==> src/rtl/demux_1x2_buf_pkg.sv <==
// rtl/demux_1x2_buf_pkg.sv - shared constants and slot state type for the buffered 1-to-2 demux
package demux_1x2_buf_pkg;

  localparam logic SEL_OUT1      = 1'b1;
  localparam logic SEL_OUT2      = 1'b0;
  localparam int   WIDTH_DATA    = 16;
  localparam int   CNT_W_DEFAULT = 8;

  typedef enum logic {
    SLOT_EMPTY = 1'b0,
    SLOT_FULL  = 1'b1
  } slot_state_t;

endpackage

==> src/rtl/demux_slot.sv <==
// rtl/demux_slot.sv - one-entry output slot with load/drain handshake and delivered-word counter
module demux_slot
  import demux_1x2_buf_pkg::*;
#(
  parameter int WIDTH = WIDTH_DATA,
  parameter int CNT_W = CNT_W_DEFAULT
) (
  input  logic             clk,
  input  logic             rst,
  input  logic             load,
  input  logic [WIDTH-1:0] load_data,
  output logic             valid,
  input  logic             ready,
  output logic [WIDTH-1:0] data,
  output logic [CNT_W-1:0] cnt
);

  slot_state_t state;

  assign valid = (state == SLOT_FULL);

  always_ff @(posedge clk or posedge rst) begin
    if (rst) begin
      state <= SLOT_EMPTY;
      data  <= '0;
      cnt   <= '0;
    end else begin
      case (state)
        SLOT_EMPTY: begin
          if (load) begin
            state <= SLOT_FULL;
            data  <= load_data;
          end
        end
        SLOT_FULL: begin
          // A load in the drain cycle replaces the word and keeps the slot full.
          if (load) begin
            data <= load_data;
          end else if (ready) begin
            state <= SLOT_EMPTY;
          end
          if (ready) begin
            cnt <= cnt + CNT_W'(1);
          end
        end
        default: state <= SLOT_EMPTY;
      endcase
    end
  end

endmodule

==> src/rtl/demux_1x2_buf.sv <==
// rtl/demux_1x2_buf.sv - buffered 1-to-2 demux steering one valid/ready input into two output slots
module demux_1x2_buf
  import demux_1x2_buf_pkg::*;
#(
  parameter int WIDTH = WIDTH_DATA,
  parameter int CNT_W = CNT_W_DEFAULT
) (
  input  logic             clk,
  input  logic             rst,
  input  logic             in_valid,
  output logic             in_ready,
  input  logic             in_sel,
  input  logic [WIDTH-1:0] in_data,
  output logic             out1_valid,
  input  logic             out1_ready,
  output logic [WIDTH-1:0] out1_data,
  output logic             out2_valid,
  input  logic             out2_ready,
  output logic [WIDTH-1:0] out2_data,
  output logic [CNT_W-1:0] cnt1,
  output logic [CNT_W-1:0] cnt2
);

  logic out1_free;
  logic out2_free;
  logic accept;
  logic load1;
  logic load2;

  // Only the addressed slot gates the input; the other slot never bypasses it.
  assign out1_free = !out1_valid || out1_ready;
  assign out2_free = !out2_valid || out2_ready;
  assign in_ready  = (in_sel == SEL_OUT1) ? out1_free : out2_free;
  assign accept    = in_valid && in_ready;
  assign load1     = accept && (in_sel == SEL_OUT1);
  assign load2     = accept && (in_sel == SEL_OUT2);

  demux_slot #(
    .WIDTH (WIDTH),
    .CNT_W (CNT_W)
  ) u_slot1 (
    .clk       (clk),
    .rst       (rst),
    .load      (load1),
    .load_data (in_data),
    .valid     (out1_valid),
    .ready     (out1_ready),
    .data      (out1_data),
    .cnt       (cnt1)
  );

  demux_slot #(
    .WIDTH (WIDTH),
    .CNT_W (CNT_W)
  ) u_slot2 (
    .clk       (clk),
    .rst       (rst),
    .load      (load2),
    .load_data (in_data),
    .valid     (out2_valid),
    .ready     (out2_ready),
    .data      (out2_data),
    .cnt       (cnt2)
  );

endmodule

==> config.mk <==
export PLATFORM = sky130hd
export DESIGN_NAME = demux_1x2_buf
export DESIGN_NICKNAME = d
export VERILOG_FILES = /design/src/rtl/demux_1x2_buf_pkg.sv /design/src/rtl/demux_slot.sv /design/src/rtl/demux_1x2_buf.sv
export SDC_FILE = /design/constraint.sdc
export NUM_CORES = 1
export LEC_CHECK = 0
export CAP_MARGIN = 10
export CORE_MARGIN = 2
export CORE_UTILIZATION = 48
export CTS_CLUSTER_DIAMETER = 200
export CTS_CLUSTER_SIZE = 25
export DETAILED_ROUTE_END_ITERATION = 6
export PLACE_DENSITY = 0.84
export SYNTH_ARGS = -nofsm -noshare
export SYNTH_HDL_FRONTEND = slang
export SYNTH_SLANG_ARGS = --single-unit
==> constraint.sdc <==
create_clock -name clk -period 2.9 [get_ports clk]
set_input_delay 0.87 -clock clk [delete_from_list [all_inputs] [get_ports clk]]
set_output_delay 0.87 -clock clk [all_outputs]
set_load 0.05 [all_outputs]
After elaboration in Yosys (flattened, before gate mapping)
Index checks and enable logic that the tools add are counted.
- add/subtract/negate cells: 2
- muxes and demuxes: 11
- bitwise logic cells: 3
- reduce and logical (&&, ||, !) cells: 9
- operators by type and width (operator ; count):
    16-bit 2-to-1 mux ; 2
    8-bit by 1-bit adder with 8-bit output (second input constant) ; 2
    1-bit 2-to-1 mux ; 7
    1-bit one-hot mux with 2 select lines ; 2
    2-bit AND reduction ; 2
    1-bit logical AND ; 3
    1-bit inverter ; 3
    1-bit zero test ; 2
    1-bit logical OR ; 2
- register bits after elaboration: 50
- word-level logic and storage cells: 31

Logic depth before layout (Yosys ltp)
Gate-level depths: netlist (run 1).
- depth after elaboration: 7
- depth in mapped cells: 5
- depth with buffers taken out: 4

Hierarchy
A second synthesis (run 1) with hierarchy kept.
- cells, all modules: 141
- area total of the unflattened synthesis: 2067.0 µm²
- modules (own cells, without submodules) (module ; times used ; cells an instance ; area an instance (µm²) ; seq. area each (µm²)):
    demux_slot ; 2 ; 67 ; 1011.0 ; 625.6
    demux_1x2_buf ; 1 ; 7 ; 45.0 ; 0.0

Least setup slack after synthesis (run 1)
OpenSTA, ideal clock, no wires.
- path type: input-to-output
- from: input port out2_ready
- to: output port in_ready
- arrival time: 1.428 ns
- required time: 2.030 ns
- slack: 0.602 ns
- stages: 2
- buffers on the path: 0
- path through: nand2b_2 > mux2_2
- word-level cells in the longest chain between the ends: 2
- RTL lines (item ; line ; RTL):
    from (decl) ; demux_1x2_buf.sv:18 ; input logic out2_ready,
    1-bit logical OR ; demux_1x2_buf.sv:32 ; assign out2_free = !out2_valid || out2_ready;
    1-bit 2-to-1 mux ; demux_1x2_buf.sv:33 ; assign in_ready = (in_sel == SEL_OUT1) ? out1_free : out2_free;
    to (decl) ; demux_1x2_buf.sv:11 ; output logic in_ready,
Every way passes these cells.

Worst setup path in the final report (run 1)
- from: input port out1_ready
- to: output port in_ready
- word-level cells in the longest chain between the ends: 2
- RTL lines (item ; line ; RTL):
    from (decl) ; demux_1x2_buf.sv:15 ; input logic out1_ready,
    1-bit logical OR ; demux_1x2_buf.sv:31 ; assign out1_free = !out1_valid || out1_ready;
    1-bit 2-to-1 mux ; demux_1x2_buf.sv:33 ;
Every way passes these cells.

==> results.txt, run 1 <==
The run finished with clean final reports. The power per cell area is 896 mW/mm². The final critical path time including I/O delays and setup came out at 2.82 ns.

The final setup violation count came out at 0. The number of violations of the max-capacitance limit is 0. By startpoint and endpoint, the worst setup path is classified as input port to primary output. The slew of the pin with the lowest slew margin is 0.537 ns. Clock-pin slew was measured on the worst setup and hold paths at 0.08 ns.

The final core utilization came out at 0.726. In this run the number of H-tree levels came out at 2. The count of TritonRoute iterations in the first routing pass is 4. The root cell of the clock tree is clkbuf_8.

The net count after synthesis came out at 158. The initial core utilization came out at 0.510. The post-detailed-route via-to-cell ratio is 4.95. The leakage power came out at 0.00130 µW. Wires add up to 3900 µm. Between clock sinks in the finished design, the worst skew comes to 0.00508 ns. Setup repair after global routing left no endpoint under its margin. Summing all placed instances gives a cell area of 0.00286 mm². The floorplan step set the die width to 69.9 µm. Dividing the final minimum period by the clock period gives 0.974.

The top cell type's share of synthesized area is 0.600. The clock passes through at most 2 buffers. The accumulated negative setup slack came out at 0 ns. After clock tree synthesis, the setup repair step added 0 buffers. The worst setup path is launched from an input port.

The post-route standard cell area excluding fillers came out at 0.00297 mm². The worst endpoint data arrival time came out at 1.95 ns. Yosys attributes the largest share of cell area to dfrtp_1 60%, mux2_4 14%, mux2_2 8.1%. The number of antenna violations at the first check in global routing is 0. The chip height came out at 69.9 µm. The worst slew margin relative to its limit is 0.641.

Derived from the worst setup path, the maximum achievable clock frequency is 354 MHz. The area of the core region is 0.00409 mm². The half-perimeter wire length of the detailed placement result came out at 2930 µm.

The cell area after synthesis came out at 0.00209 mm². The number of ports placed on the die boundary came out at 73. The number of instances resized during post-cts repair is 0.

The antenna diode instance count is 0. The number of nets in the finished design is 238. The final max-slew violation count is 0.

The count of input and output buffers came out at 72. Of all nets on the critical path, the largest fanout is 4. The via count of the first global-routing pass came to 1366.

The total die area came out at 0.00489 mm². Of all cell types, the one taking the most synthesized area is dfrtp_1. For this design, the CTS-stage hold fixing added 0 buffers.

After synthesis the netlist holds a flip-flop and latch count of 50. In the detailed route, the total length drawn on met3 is 261 µm. The highest cell delay on the worst timing path is 0.46 ns. The amount of wire on met2 after detailed routing is 1820 µm.

IR analysis of the VDD net gives a maximum drop of 827 µV. The synthesized instance count is 134. The DRC violation total after the first TritonRoute iteration is 101. The total DRC errors in the routed layout is 0. The average instance area after synthesis is 15.6 µm². The largest net degree at the start of global routing is 27. Yosys printed 0 warnings. The clock buffer count from CTS is 5. After floorplanning, the core was divided into 23 placement rows. Clock latency on the worst-skew pair, taken at its later pin, is 0.29 ns.

The count of cell types in the netlist came out at 23. For this run, the total global-route usage over all layers was measured as 0.177. The share of final-layout standard cells stronger than drive strength 1 is 0.242. For this design, the sink count on the clock tree is 50. The path type of the worst min-delay path is flop to flop. In the layout the commonest cells are 71 x clkdlybuf4s50_1, 50 x dfrtp_1, 20 x mux2_4. TritonCTS built the clock tree. The signed area change from the synthesized netlist to the final layout came out at 42.3%.

Leaving out fill and tap cells, the most frequent cell in the layout is clkdlybuf4s50_1. The final number of hold-violating endpoints came out at 0. Summed over all layers, the global routing overflow is 0. The critical path goes through clkdlybuf4s50_1 > nand2b_4 > mux2_2 > buf_4. Once detail routing completed, the nets flagged for antenna violations numbered 0. The routability-driven placement congestion ratio is 0.835. The wire length of the first global-routing pass came out at 6800 µm.

The routed layout has 1312 vias. The sequential-to-total area share from yosys stat came out at 0.600. The highest metal layer carrying signal wires in the routed design is met4. The slowest cell on the critical path is clkdlybuf4s50_1. The required time of the critical path is 2.03 ns. The average wire per standard cell came out at 14.7 µm. The detailed router put a total of 1780 µm of wire on met1.

STA classifies the critical path endpoint as a primary output.
area by class of cell:
class / count / area (µm²)
multi-input cells: 78 / 785
well taps: 50 / 62.6
clock buffers: 7 / 76.3
repair buffers: 77 / 756
fillers: 259 / 1120
flip-flops and latches: 50 / 1250
inverters: 2 / 7.51
clock inverters: 1 / 30.0
Yosys cell counts:
cell type,instances
dfrtp_1,50
nor2b_1,1
nand2_1,9
buf_8,2
nand4_1,5
nand2b_2,1
and2_1,1
nor2_1,1
clkbuf_1,1
xor2_1,3
mux2_2,15
and4_1,1
nor3b_4,1
and3_1,3
inv_1,2
ha_1,2
nand2b_4,1
nor3_1,1
nand3_1,1
o21ai_0,1
mux2_4,20
xnor2_1,11
buf_6,1
per-layer routing:
layer  GRT usage  vias to the layer above
met2       0.261                       64
met5           0                        -
met4      0.0427                        0
li1            -                      621
met1       0.260                      623
met3      0.0505                        4
stage by stage:
| stage | setup WS, ns | cells | total power (µW) | hold WS, ns |
|---|---|---|---|---|
| after global placement | 0.108 | 257 | 2180 | 0.463 |
| after CTS | 0.0712 | 265 | 2680 | 0.477 |
| after detailed placement | 0.0722 | 257 | 2200 | 0.465 |
| after global routing | 0.0323 | 265 | 2790 | 0.510 |
| final | 0.0752 | 265 | 2660 | 0.468 |
| after floorplan | 0.602 | 134 | 1790 | 0.786 |
critical path, delay by kind of cell:
family / cells / cell delay [ns]
buffers and inverters: 2 / 0.65
and+or+nand+nor: 1 / 0.17
muxes: 1 / 0.27
power breakdown:
part	total [µW]	internal, µW	switching (µW)
registers	988	854	134
logic	1200	457	742
clock network	471	258	213
total	2660	1570	1090
sequential cells by signal, summed over array words and instances (netlist names):
name           count
u_slot1.cnt        8
u_slot2.cnt        8
u_slot1.valid      1
u_slot2.valid      1
u_slot2.data      16
u_slot1.data      16
cells by family (layout without fill, tap and decap cells):
group,count (synthesis),in the layout,share of synthesized area
XOR/XNOR,14,14,0.0588
buffers and inverters,6,87,0.0252
multiplexers,35,35,0.225
AND/OR/NAND/NOR,26,26,0.0768
adder cells (fa/ha/maj),2,2,0.0120
flip-flops,50,50,0.600
AO/OA/AOI/OAI,1,1,0.00240
final timing paths:
kind,start,end,slack (ns),cells after the start
max in group asynchronous,rst,u_slot1.data[5],1.58,3
min in group asynchronous,rst,u_slot1.valid,0.77,2
worst min-delay path,u_slot1.cnt[7],u_slot1.cnt[7],0.47,1
worst max-delay path,out1_ready,in_ready,0.08,4
worst max register to register,u_slot1.valid,u_slot1.data[15],1.43,4
worst min register to register,u_slot1.cnt[7],u_slot1.cnt[7],0.47,1
No activity file was read; power rests on OpenSTA's default activity.
==> run 2, diff against run 1 <==
--- a/config.mk
+++ b/config.mk
@@ -6,6 +6,7 @@
 export NUM_CORES = 1
 export LEC_CHECK = 0
 export CAP_MARGIN = 10
+export CORE_ASPECT_RATIO = 0.5
 export CORE_MARGIN = 2
 export CORE_UTILIZATION = 48
 export CTS_CLUSTER_DIAMETER = 200
==> run 2 against run 1 <==
Effect of this change: clock power is 4% higher; final cell count is 1.5% higher; hold slack better by 0.011 ns; critical path type unchanged; die area is 0.65% higher; register-to-register slack hardly changed; count of clock-buffer cells in the layout is 2 lower; global-route usage is 0.34 points higher; first-iteration DRC count is 47% lower; critical endpoint unchanged.
==> results.txt, run 2 (synthesis gave the netlist of run 1 again) <==
The capture point of the worst reg-to-reg path is u_slot2.data[13]. STA classifies the critical path startpoint as an input port. The largest registers in the layout are u_slot1.data x16, u_slot2.data x16. The count of TritonRoute iterations in the first routing pass is 4 (unchanged). In this run the critical register-to-register path is launched from u_slot2.valid. In this run the most critical hold path is launched from u_slot1.cnt[7].

The final setup violation count is 0 (unchanged). The final number of hold-violating endpoints is 0 (unchanged). The leakage power is 0.00131 µW (+1.2%). In this design, the largest share of critical-path delay is due to buffers and inverters. The initial core utilization came out at 0.516 (+0.00537). The number of antenna violations at the first check in global routing is 0 (unchanged). The final critical path time including I/O delays and setup is 2.82 ns (-0.000480 ns). The clock buffer count from CTS is 5 (unchanged). The number of nets in the finished design was 238 (unchanged). The maximum resistive drop on vdd is 532 µV (-36%).

The area of the core region came out at 0.00404 mm² (-1.0%). The count of placed standard cells including taps is 261 (+1.6%). The worst-case hold path end point is u_slot1.cnt[7]. The number of nets still failing antenna checks after routing is 0 (unchanged).

The DRC violation total after the first TritonRoute iteration came out at 54 (-47%). The final global-route overflow total came out at 0 (unchanged). The power per cell area is 897 mW/mm² (+0.15%). The clock-pin slew on the worst setup and hold paths was 0.08 ns (about the same). The routability-driven placement congestion ratio is 0.734 (-12%). The maximum operating frequency is 354 MHz (about the same). The path type of the worst min-delay path is flop to flop. The slowest stage of the critical path belongs to the cell clkdlybuf4s50_1. The average wire per standard cell came to 15.0 µm (+2.0%). The worst hold path stage count came out at 1 (unchanged).

The number of cells in the finished layout apart from fillers came out at 269 (+1.5%). The worst endpoint data arrival time is 1.95 ns (about the same). The critical path is of the input port to primary output type. The number of violations of the max-capacitance limit is 0 (unchanged).

The signed area change from the synthesized netlist to the final layout came out at 43.0%. The library cell used most frequently in the layout, excluding fill and tap cells, is clkdlybuf4s50_1. The clock latency on the worst-skew pair came to 0.30 ns (about the same).

The clock skew after layout came to 0.00653 ns (+0.00145 ns). Traced cell by cell, the critical path runs through clkdlybuf4s50_1 > nand2b_2 > mux2_2 > buf_4. The length in cells of the worst reg-to-reg path is 4 (unchanged). The wire length after detailed routing came out at 4040 µm (+3.5%).

The wire length of the first global-routing pass came out at 6770 µm (-0.41%). The highest cell delay on the worst timing path came to 0.41 ns (-0.05 ns). The number of clock sinks seen by CTS was 50 (unchanged). The antenna diode instance count was 0 (unchanged). The worst slew margin relative to its limit is 0.658 (+0.0177). The die span in x is 97.2 µm (+39%).

The combined buffer and inverter count along the critical path is 2 (unchanged). The post-detailed-route via-to-cell ratio came out at 4.86 (-1.9%). The final critical-path share of the clock period is 0.974 (about the same). The global routing usage summed across all routing layers came out at 0.180 (+0.00336). Setup repair after global routing left no endpoint under its margin. The largest net degree at the start of global routing came to 22 (-19%). The element type at the critical path end is a primary output. The number of placement rows came out at 16 (-30%). The number of instances resized during post-cts repair came to 0 (unchanged).

The hold buffer count at CTS is 0 (unchanged). The share of final-layout standard cells stronger than drive strength 1 came out at 0.251 (+0.00930). The flow ran to the end, and the final reports show no timing, DRC or antenna violations. The slew of the pin with the lowest slew margin is 0.511 ns (-0.0264 ns). The via count of the first global-routing pass was 1317 (-3.6%). The accumulated negative setup slack came out at 0 ns (unchanged). The number of ports placed on the die boundary was 73 (unchanged). The chip height came out at 50.6 µm (-28%).

The largest fanout of any net on the critical path is 3 (-1). TritonCTS built the clock tree. The total via count in the routed design came out at 1307 (-0.38%). The count of input and output buffers came to 72 (unchanged). The final max-slew violation count is 0 (unchanged). The maximum clock path buffer count is 2 (unchanged). The required time of the critical path is 2.03 ns (about the same).

The total DRC errors in the routed layout is 0 (unchanged). The total die area is 0.00492 mm² (+0.65%). The setup fix buffers added after clock tree synthesis came out at 0 (unchanged). The number of levels the H-tree was split into is 2 (unchanged).

The half-perimeter wire length of the detailed placement result came out at 2950 µm (+0.54%). The library cells used most frequently in the layout, excluding fill and tap cells, are 70 x clkdlybuf4s50_1, 50 x dfrtp_1, 20 x mux2_4. The internal reg-to-reg setup slack came out at 1.43 ns (about the same). CTS placed an instance of clkbuf_8 at the clock tree root.
[run 2: how the worst max path moves through the flow]
stage	startpoint	end	slack, ns	cells past startpoint
global route	out2_ready	in_ready	0.05	4
detailed placement	in_sel	in_ready	0.01	3
global placement	in_sel	in_ready	0.03	3
finish	out2_ready	in_ready	0.08	4
CTS	in_sel	in_ready	0.02	3
floorplan	out2_ready	in_ready	0.60	2
[run 2: layout make-up]
cell class / instances / area [µm²]
well taps: 54 / 67.6
clock buffers: 5 / 68.8
multi-input cells: 78 / 785
flip-flops and latches: 50 / 1250
inverters: 2 / 7.51
clock inverters: 3 / 43.8
repair buffers: 77 / 758
fillers: 273 / 1060
[run 2: power breakdown]
group / internal (µW) / switching, µW / total (µW)
logic: 456 / 740 / 1200
clock network: 258 / 231 / 489
registers: 854 / 135 / 989
[run 2: routing by layer]
metal	track usage	up-vias	wire length [µm]
met5	0	-	0
met4	0.0694	0	47
met3	0.0474	5	178
met2	0.299	31	2000
met1	0.232	650	1820
li1	-	621	-
[run 2: metrics by stage]
step	hold slack [ns]	util	total power (µW)	setup slack (ns)	cell area, µm²
3_5_place_dp	0.481	0.709	2200	0.0145	2870
6_report	0.479	0.737	2670	0.0757	2980
5_1_grt	0.502	0.737	2790	0.0524	2980
2_1_floorplan	0.786	-	1790	0.602	2090
4_1_cts	0.493	0.737	2700	0.0166	2980
3_3_place_gp	0.467	0.709	2180	0.0295	2870
==> RTL edit 1 (settings of run 1) <==
Set the package constant `WIDTH_DATA` to 32 (it was 16).
--- a/src/rtl/demux_1x2_buf_pkg.sv
+++ b/src/rtl/demux_1x2_buf_pkg.sv
@@ -3,7 +3,7 @@
 
   localparam logic SEL_OUT1      = 1'b1;
   localparam logic SEL_OUT2      = 1'b0;
-  localparam int   WIDTH_DATA    = 16;
+  localparam int   WIDTH_DATA    = 32;
   localparam int   CNT_W_DEFAULT = 8;
 
   typedef enum logic {
Interface: changed (resized in_data, out1_data and out2_data); port bits go from 73 to 121. No check against the original RTL was run, so the function may have changed too.
==> RTL edit 1 against run 1 <==
Cell count up 61%; sequential cell count is 32 higher; wire length grew 78%; non-clock buffer count is 48 higher; clock power rose by 84%; design area increased by 63%; synthesized cell count increased by 49%; clock skew is 0.0034 ns higher; power grew 59%; area after synthesis increased by 61%; global-route usage up 1.3 points; die area up 57%; fmax increased by 1.1%; worst setup slack improved by 0.032 ns; critical endpoint unchanged; highest routed layer unchanged.
==> RTL edit 1: results <==
outcome:
  status: "complete, no violations"
placed_design:
  dp_hpwl_mm: 4.87
  place.gp.congestion: 0.843
  placed_area_mm2: 0.00464
  place.port_buffers: 120
global_routing:
  grt_max_degree: 37
  grt_use_met2_pct: 30.5
  track_usage_pct: 19.0
  grt_pass1_vias: 2194
worst_hold_path:
  min_from: "u_slot2.cnt[7]$_DFFE_PP0P_"
worst_setup_path:
  rr_worst_depth: 5
  cp_slowest_stage_delay_ns: 0.52
  crit_start: "in_sel"
  reg2reg_setup_slack_ns: 1.30
  cp.arrival_ns: 1.92
  r2r_end: "u_slot2.data[25]$_DFFE_PP0P_"
  r2r_start: "u_slot2.valid$_DFF_PP0_"
synthesis:
  synthAdderAreaFrac_pct: 0.745
  ys_seq_area_share_pct: 61.1
  syn-num-nets: 240
  muxShareOfSynthArea_pct: 25.8
  synthXorXnorAreaFrac_pct: 3.65
  synth-compound-area-share_pct: 0
detailed_routing:
  viasPerCell: 4.85
  drt-initial-drc-count: 43
  dr_wl_met3_um: 357
  routedWlPerCell_um: 16.3
  met2_length_mm: 3.49
  wl_met1_mm: 2.92
power_and_ir_drop:
  p_int_mw: 2.54
  seq_cell_power_mw: 1.56
  p_clk_mw: 0.866
finish:
  layout-drive-gt1-share_pct: 28.5
  nFillCells: 480
  reg.largest.list: "u_slot1.data (32), u_slot2.data (32)"
  layout.nets: 367
clock_tree:
  clock_latency_ns: 0.34
sta:
  whs_ns: 0.478
-- RTL edit 1: cell types whose count changed after synthesis, sizes merged, moves of 2 or more --
cell	before	now
nand2	9	7
dfrtp	50	82
mux2	35	67
nand4	5	8
buf	3	9
-- RTL edit 1: per-stage QoR --
| step | cells | util [%] | setup WS, ns |
|---|---|---|---|
| 2_1_floorplan | 200 | - | 0.564 |
| 3_3_place_gp | 412 | 68.3 | 0.114 |
| 3_5_place_dp | 412 | 68.3 | 0.105 |
| 4_1_cts | 426 | 71.3 | 0.105 |
| 5_1_grt | 426 | 71.3 | 0.0729 |
| 6_report | 426 | 71.3 | 0.107 |
-- RTL edit 1: final cells by class --
cell class / count / share of cell area (%)
timing repair buffer: 125 / 26.3
clock buffer: 9 / 2.56
multi-input combinational: 108 / 24.5
sequential: 82 / 42.3
clock inverter: 5 / 1.68
inverter: 1 / 0.155
tap: 96 / 2.48
==> RTL edit 2 (settings of run 1) <==
Made on the original files. Register the output `cnt1`; this adds one clock of latency there. The other outputs are not delayed to match.
--- a/src/rtl/demux_1x2_buf.sv
+++ b/src/rtl/demux_1x2_buf.sv
@@ -20,6 +20,8 @@
   output logic [CNT_W-1:0] cnt1,
   output logic [CNT_W-1:0] cnt2
 );
+
+  logic [CNT_W-1:0] cnt1_d;
 
   logic out1_free;
   logic out2_free;
@@ -46,7 +48,7 @@
     .valid     (out1_valid),
     .ready     (out1_ready),
     .data      (out1_data),
-    .cnt       (cnt1)
+    .cnt       (cnt1_d)
   );
 
   demux_slot #(
@@ -63,5 +65,9 @@
     .cnt       (cnt2)
   );
 
+  always_ff @(posedge clk) begin
+      cnt1 <= cnt1_d;
+  end
+
 endmodule
 
Behaviour: not the same (Yosys sat finds a counterexample within 4 cycles, from zero or initial values and one cycle with rst high).
==> RTL edit 2 against run 1 <==
Design area up 8.1%; sequential cell count rose by 8; worst setup slack gained 0.018 ns; core utilization is essentially flat; wire length increased by 7.6%; clock skew is 0.0028 ns higher; global-route usage up 0.71 points; power is 15% higher; area after synthesis grew 6.2%; largest cell class unchanged.
==> RTL edit 2: results <==
detailed_routing:
  wl_mm: 4.20
  dr_wl_met3_um: 363
  drt-initial-drc-count: 40
  vias: 1412
  met2_length_mm: 2.06
  wl_met1_mm: 1.74
clock_tree:
  clockRootBuffer: "clkbuf_8"
  numCtsBuffers: 9
  htreeDepth: 3
  path_clk_slew_ns: 0.06
  postCtsSetupBuffers: 0
  clockBufferDepth: 2
  clock_latency_ns: 0.32
sta:
  slew_headroom_pct: 64.7
  skew_ns: 0.00784
synthesis:
  syn-num-nets: 167
  synth_area_leaders: "dfrtp_1 56%, mux2_2 13%, dfxtp_1 7.2%"
  synthArstFlopShare_pct: 86.2
  ys_top_cells_by_count: "50 x dfrtp_1, 25 x mux2_2, 11 x nand2_1"
  ys_types: 23
  ys_seq_area_share_pct: 63.7
placed_design:
  dp_hpwl_mm: 3.13
  place_ws_ns: 0.101
  place.gp.congestion: 0.750
global_routing:
  grt_max_degree: 24
  grt_pass1_wl_mm: 7.09
  grt_util_met1_pct: 21.8
  track_usage_pct: 18.4
  grt_use_met2_pct: 29.2
  antenna_found_initial: 0
  grt.met3_usage_pct: 7.22
  grt_pass1_vias: 1485
worst_hold_path:
  min_from: "u_slot1.cnt[7]$_DFFE_PP0P_"
power_and_ir_drop:
  ir_drop_mv: 0.503
  p_leak_nw: 1.41
worst_setup_path:
  cp_max_fo: 3
  crit_start: "out2_ready"
  cp_slowest_stage_delay_ns: 0.41
  critical_path.top_delay_family: "buffers and inverters"
  slowest_stage: "clkdlybuf4s50_1"
outcome:
  status: "complete, no violations"
finish:
  layout.nets: 251
  layout-drive-gt1-share_pct: 26.3
## RTL edit 2: changes by cell type after synthesis, moves of 2 or more
cell,delta
nand2_1,+2
mux2_2,+10
xnor2_1,-3
mux2_4,-10
xor2_1,+3
buf_8,-2
dfxtp_1,+8
## RTL edit 2: area by class of cell
class	count	area (µm²)
Tap cell	52	65.1
Clock buffer	14	173
Sequential cell	58	1410
Clock inverter	2	35.0
Multi-Input combinational cell	80	752
Inverter	1	3.75
Fill cell	300	1210
Timing Repair Buffer	77	768
## RTL edit 2: through the flow
stage | instances | utilization [%] | area, µm² | hold slack (ns)
6_report | 284 | 72.7 | 3210 | 0.402
3_3_place_gp | 268 | 68.0 | 3000 | 0.378
4_1_cts | 284 | 72.7 | 3210 | 0.400
3_5_place_dp | 268 | 68.0 | 3000 | 0.386
2_1_floorplan | 143 | - | 2210 | 0.365
5_1_grt | 284 | 72.7 | 3210 | 0.408
## RTL edit 2: cells by family after synthesis
logic type / share of synthesized area (%)
fa+ha+maj: 1.13
mux: 19.5
simple gates: 7.80
flops: 63.7
xor+xnor: 5.54
buf+inv: 2.32
## RTL edit 2: path summary, 6_finish.rpt
check | endpoint | cells past startpoint | slack [ns]
min reg2reg | cnt1[7]$_DFF_P_ | 0 | 0.40
min | cnt1[7]$_DFF_P_ | 0 | 0.40
max reg2reg | u_slot1.data[5]$_DFFE_PP0P_ | 4 | 1.38
max | in_ready | 4 | 0.09
min in group asynchronous | u_slot1.data[13]$_DFFE_PP0P_ | 2 | 0.89
max in group asynchronous | u_slot1.cnt[5]$_DFFE_PP0P_ | 3 | 1.42
## RTL edit 2: report_power, final
part | internal, mW | switching [mW]
logic | 0.433 | 0.723
clock network | 0.467 | 0.287
registers | 0.997 | 0.137
total | 1.90 | 1.15
